## config.mk

```make
export PLATFORM = sky130hd
export DESIGN_NAME = led_bar_hold_decay
export DESIGN_NICKNAME = d
export VERILOG_FILES = /design/src/rtl/led_bar_hold_decay.sv
export SDC_FILE = /design/constraint.sdc
export NUM_CORES = 1
export LEC_CHECK = 0
export ABC_AREA = 1
export BUFFER_PORTS_ARGS = -buffer_cell sky130_fd_sc_hd__buf_2
export CORE_MARGIN = 2
export CORE_UTILIZATION = 60
export DETAILED_ROUTE_END_ITERATION = 16
export PLACE_DENSITY = 0.9
export SETUP_SLACK_MARGIN = 0.02
export SLEW_MARGIN = 5
export SYNTH_ARGS = -nofsm -noshare
export SYNTH_HDL_FRONTEND = slang
export SYNTH_SLANG_ARGS = --single-unit
```

## constraint.sdc

```tcl
create_clock -name clk -period 8.09 [get_ports clk]
set_clock_uncertainty 0.2 [all_clocks]
set_input_delay 0.809 -clock clk [delete_from_list [all_inputs] [get_ports clk]]
set_output_delay 0.809 -clock clk [all_outputs]
set_load 0.02 [all_outputs]
```

## src/rtl/led_bar_hold_decay.sv

```systemverilog
// LED bar display stage with instantaneous attack and tick-clocked hold-then-fall decay.
// Accepts an MSB-first thermometer bar and drives registered LED and level outputs.
// Optional feature: define PEAK_DOT_EN to keep a peak dot lit above the falling bar.
module led_bar_hold_decay #(
  parameter int unsigned HOLD_TICKS  = 250,
  parameter int unsigned DECAY_TICKS = 25,
  parameter int unsigned CNT_W       = 16
) (
  input  logic       clk,
  input  logic       reset,
  input  logic [7:0] bar_in,
  input  logic       bar_valid,
  input  logic       tick,
  output logic [7:0] led_out,
  output logic [3:0] level_out
);

  localparam logic [CNT_W-1:0] HoldLast  = CNT_W'(HOLD_TICKS - 1);
  localparam logic [CNT_W-1:0] DecayLast = CNT_W'(DECAY_TICKS - 1);

  typedef enum logic [1:0] {StIdle, StHold, StDecay} state_e;

  state_e           state;
  logic [3:0]       disp;
  logic [3:0]       target;
  logic [CNT_W-1:0] hold_cnt;
  logic [CNT_W-1:0] dec_cnt;
  logic [3:0]       level_in;
  logic [3:0]       tgt_eff;
  logic             attack;
`ifdef PEAK_DOT_EN
  logic [3:0]       peak;
`endif

  // MSB-first thermometer bar for a level 0..8
  function automatic logic [7:0] bar_of(input logic [3:0] lvl);
    logic [7:0] b;
    for (int i = 0; i < 8; i++) begin
      b[7-i] = (i < int'(lvl));
    end
    return b;
  endfunction

  // Leading-ones count from bit7; bits below the first zero are ignored
  always_comb begin
    logic run;
    level_in = '0;
    run      = 1'b1;
    for (int i = 7; i >= 0; i--) begin
      if (run && bar_in[i]) level_in = level_in + 4'd1;
      else                  run      = 1'b0;
    end
  end

  // Attack decode; a tick in the same cycle as a non-attack strobe sees the new target
  always_comb begin
    tgt_eff = bar_valid ? level_in : target;
    if (state == StIdle) attack = bar_valid && (level_in != 4'd0);
    else                 attack = bar_valid && (level_in >= disp);
  end

  // Ballistic FSM, counters and registered outputs
  always_ff @(posedge clk) begin
    if (reset) begin
      state     <= StIdle;
      disp      <= '0;
      target    <= '0;
      hold_cnt  <= '0;
      dec_cnt   <= '0;
      led_out   <= '0;
      level_out <= '0;
`ifdef PEAK_DOT_EN
      peak      <= '0;
`endif
    end else begin
`ifdef PEAK_DOT_EN
      led_out <= bar_of(disp) | ((peak > disp) ? (8'd1 << (4'd8 - peak)) : 8'd0);
`else
      led_out <= bar_of(disp);
`endif
      level_out <= disp;
      if (bar_valid) target <= level_in;

      if (attack) begin
        // Attack wins over a simultaneous tick
        disp     <= level_in;
        hold_cnt <= '0;
        dec_cnt  <= '0;
        state    <= StHold;
`ifdef PEAK_DOT_EN
        peak     <= level_in;
`endif
      end else if (tick) begin
        unique case (state)
          StIdle: ;
          StHold: begin
            if (hold_cnt == HoldLast) begin
              hold_cnt <= '0;
              if (tgt_eff != disp) begin
                state   <= StDecay;
                dec_cnt <= '0;
              end
            end else begin
              hold_cnt <= hold_cnt + 1'b1;
            end
          end
          StDecay: begin
            if (dec_cnt == DecayLast) begin
              dec_cnt <= '0;
              // disp >= 1 here, so compare disp <= target+1 to avoid underflow
              if (disp <= tgt_eff + 4'd1) begin
                disp     <= tgt_eff;
                hold_cnt <= '0;
                if (tgt_eff != 4'd0) begin
                  state <= StHold;
                end else begin
                  state <= StIdle;
`ifdef PEAK_DOT_EN
                  peak  <= '0;
`endif
                end
              end else begin
                disp <= disp - 4'd1;
              end
            end else begin
              dec_cnt <= dec_cnt + 1'b1;
            end
          end
          default: state <= StIdle;
        endcase
      end
    end
  end

endmodule

```

==> Flow_metrics.wiki <==
{| class="wikitable"
! Metric !! Value
|-
| Result of the run || finished clean
|-
| Starting Density || 62.1%
|-
| Areal power density over the cells || 139 nW/um2
|-
| Wire length after detailed routing || 8020 um
|-
| Share of flip-flops with an asynchronous set or reset after synthesis || 0%
|-
| Post-detailed-route DRC marker count || 0
|-
| Worst-path cell with the longest stage delay || sky130_fd_sc_hd__nor2_2
|-
| Width of the die || 82.3 um
|-
| DIE AREA || 6770 um2
|-
| Storage element area || 1060 um2
|-
| Flip-flop and latch count after synthesis || 53
|-
| Slew at the pin with the worst max-slew slack || 952 ps
|-
| Synthesized area divided by synthesized cell count || 7.11 um2
|-
| Critical Path Max Stage Delay || 540 ps
|-
| Number of DRC violations after detailed-routing iteration 0 || 224
|-
| Source-to-sink clock delay at the later pin of the worst-skew pair || 330 ps
|-
| Row Count || 28
|-
| Wire length per cell after detailed routing || 13.1 um
|-
| Post-synthesis net count || 553
|-
| Sum of negative setup slack || 0 ps
|-
| Largest net degree at the start of global routing || 20
|-
| RSZ-0062 raised after global routing || no
|-
| First drt pass iteration count || 5
|-
| Kind of cell adding the most delay to the critical path || simple AND/OR/NAND/NOR gates
|-
| Area used by multi-input combinational logic || 2230 um2
|-
| Start-to-end type of the worst setup path || in -> reg
|-
| Global-route usage over all layers || 25.9%
|-
| Crit path buf inv count || 7
|-
| H-Tree Level Count || 2
|-
| Clock buffer count from CTS || 5
|-
| Most common library cell in the layout ignoring fill and taps || sky130_fd_sc_hd__nand2_1
|-
| Maximum operating frequency || 0.170 GHz
|-
| Endpoint arrival time on the critical path || 5900 ps
|-
| Placeable core region || 5920 um2
|-
| Final HPWL from detailed placement || 5870 um
|-
| Fillers || 500
|-
| GP Congestion || 0.909
|-
| Vias in the first global route || 3260
|-
| Cells after DPL || 606
|-
| Hold violation count in the final report || 0
|-
| Overflow left after global routing || 0
|-
| Ant. Diodes || 0
|-
| EDFF count, synth || 0
|-
| Largest cells by area after synthesis || sky130_fd_sc_hd__dfxtp_1, sky130_fd_sc_hd__nand2_1, sky130_fd_sc_hd__ha_1, sky130_fd_sc_hd__inv_1, sky130_fd_sc_hd__nor2_1
|-
| Area leader, netlist || sky130_fd_sc_hd__dfxtp_1
|-
| Post-layout instance count excluding filler cells || 614
|-
| NumNets Final || 574
|-
| Distinct cell type count after synthesis || 45
|-
| Tightest slew margin relative to the limit || 35.9%
|-
| Layout cell share with drive strength beyond 1 || 17.8%
|-
| Critical path endpoint category || flip-flop
|-
| Area of the mapped netlist || 3680 um2
|-
| Utilization after layout || 66.0%
|-
| Number of ports placed on the die boundary || 24
|-
| Clock period minus final worst setup slack || 5890 ps
|-
| Sink Count || 53
|-
| Maxcap violations || 0
|-
| Kind of path behind the tightest hold check || reg -> reg
|-
| Mean number of vias per cell || 5.61
|-
| Biggest fanout along the worst timing path || 15
|-
| Fin. max-slew vios || 0
|-
| Area added between synthesis and finish || 6.30%
|-
| Final setup viols || 0
|-
| Die H || 82.3 um
|-
| Leakage || 1.61 nW
|-
| Buffer type at the clock tree root || sky130_fd_sc_hd__clkbuf_8
|-
| Clock transition at the registers of the reported paths || 100 ps
|-
| Maximum number of buffers from clock root to sink || 2
|-
| Yosys warnings || 0
|-
| Fraction of the yosys area taken by sequential cells || 28.9%
|-
| Wire length of the first global-routing pass || 13900 um
|-
| Fin crit share || 72.8%
|-
| Crit path top cell by count || sky130_fd_sc_hd__nand2_1
|-
| Required time of the critical path || 8110 ps
|-
| Leading cell types in the layout, fill and taps excluded || sky130_fd_sc_hd__nand2_1, sky130_fd_sc_hd__inv_1, sky130_fd_sc_hd__nor2_1, sky130_fd_sc_hd__dfxtp_1, sky130_fd_sc_hd__nand3_1
|-
| Startpoint Class || input pin
|-
| Count of buffers from port buffering || 23
|-
| Antenna violations before repair || 0
|-
| Post-CTS setup buffer count || 0
|-
| Area share of the largest cell type after synthesis || 28.9%
|-
| Instance count of the mapped netlist || 517
|-
| Post-route antenna net violation count || 0
|-
| Count of cells resized by post-cts repair || 0
|-
| Cts hold-fix bufs || 0
|-
| Peak supply drop || 0.110 mV
|-
| CTS tree || done
|-
| Ys flop type || sky130_fd_sc_hd__dfxtp_1
|-
| Overall via count from detail_route || 3444
|}
where the power goes:
group | internal, mW | total (mW) | switching [mW]
Clock | 0.0627 | 0.160 | 0.0974
Sequential | 0.266 | 0.270 | 0.00408
Combinational | 0.0354 | 0.113 | 0.0773
Total | 0.364 | 0.543 | 0.179
synth_stat cells, types with 3 or more instances:
master                     number
sky130_fd_sc_hd__nand2_1       85
sky130_fd_sc_hd__inv_1         73
sky130_fd_sc_hd__nor2_1        71
sky130_fd_sc_hd__dfxtp_1       53
sky130_fd_sc_hd__nand3_1       30
sky130_fd_sc_hd__a21oi_1       24
sky130_fd_sc_hd__ha_1          24
sky130_fd_sc_hd__o21ai_0       18
sky130_fd_sc_hd__xor2_1        16
sky130_fd_sc_hd__nand2_2       15
sky130_fd_sc_hd__nor3_1        14
sky130_fd_sc_hd__a21oi_2       11
sky130_fd_sc_hd__nand4_1       11
sky130_fd_sc_hd__inv_2          7
sky130_fd_sc_hd__nor3_2         7
sky130_fd_sc_hd__nand3_2        5
sky130_fd_sc_hd__nor4_1         5
sky130_fd_sc_hd__a31oi_1        4
sky130_fd_sc_hd__clkbuf_1       3
sky130_fd_sc_hd__clkinv_1       3
sky130_fd_sc_hd__nand2_4        3
sky130_fd_sc_hd__nor2_2         3
sky130_fd_sc_hd__or2_2          3
final timing paths:
kind / slack, ps / cells after the start / startpoint / endpoint
worst min-delay path: 270 / 2 / hold_cnt[7] / hold_cnt[7]
worst max-delay path: 2200 / 35 / bar_in[5] / hold_cnt[15]
worst min register to register: 270 / 2 / hold_cnt[7] / hold_cnt[7]
worst max register to register: 4220 / 17 / target[0] / hold_cnt[15]
through the flow:
stage	hold WS, ps	area (um2)	total power [mW]	worst slack [ps]
after floorplan	233	3680	0.364	3080
after global placement	253	3810	0.380	2400
after detailed placement	262	3810	0.386	1990
after CTS	277	3910	0.542	2330
after global routing	301	3910	0.569	1750
final	272	3910	0.543	2200
cell type report:
| cell class | instances | area share [%] |
|---|---|---|
| tap | 75 | 2.40 |
| inverter | 83 | 7.97 |
| multi-input combinational | 372 | 57.1 |
| clock inverter | 3 | 0.640 |
| clock buffer | 5 | 1.76 |
| timing repair buffer | 23 | 2.95 |
| sequential | 53 | 27.2 |
routing by layer:
layer  GRT usage [%]  up-vias  share of wire [%]
li1                -     1711                  -
met1            30.4     1591                 44
met2            45.8      124                 48
met3            5.11       18                5.2
met4            10.5        0                2.0
met5               0        -                  0
cell families after synthesis:
| group | Yosys count | synth area share [%] |
|---|---|---|
| fa+ha+maj | 24 | 8.17 |
| simple gates | 261 | 36.4 |
| flops | 53 | 28.9 |
| xor+xnor | 18 | 4.29 |
| buf+inv | 92 | 10.4 |
| compound gates | 69 | 11.9 |
state kept, by name, summed over array words and instances (netlist names):
name / cells
led_out: 8
dec_cnt: 16
state: 2
hold_cnt: 16
level_out: 3
disp: 4
target: 4
tightest hold or removal path, stage by stage (launching register included):
cell and delay, ps:
sky130_fd_sc_hd__dfxtp_1 310, sky130_fd_sc_hd__inv_1 60, sky130_fd_sc_hd__a21oi_1 60
Note: power is estimated with default switching activity, not from simulation.
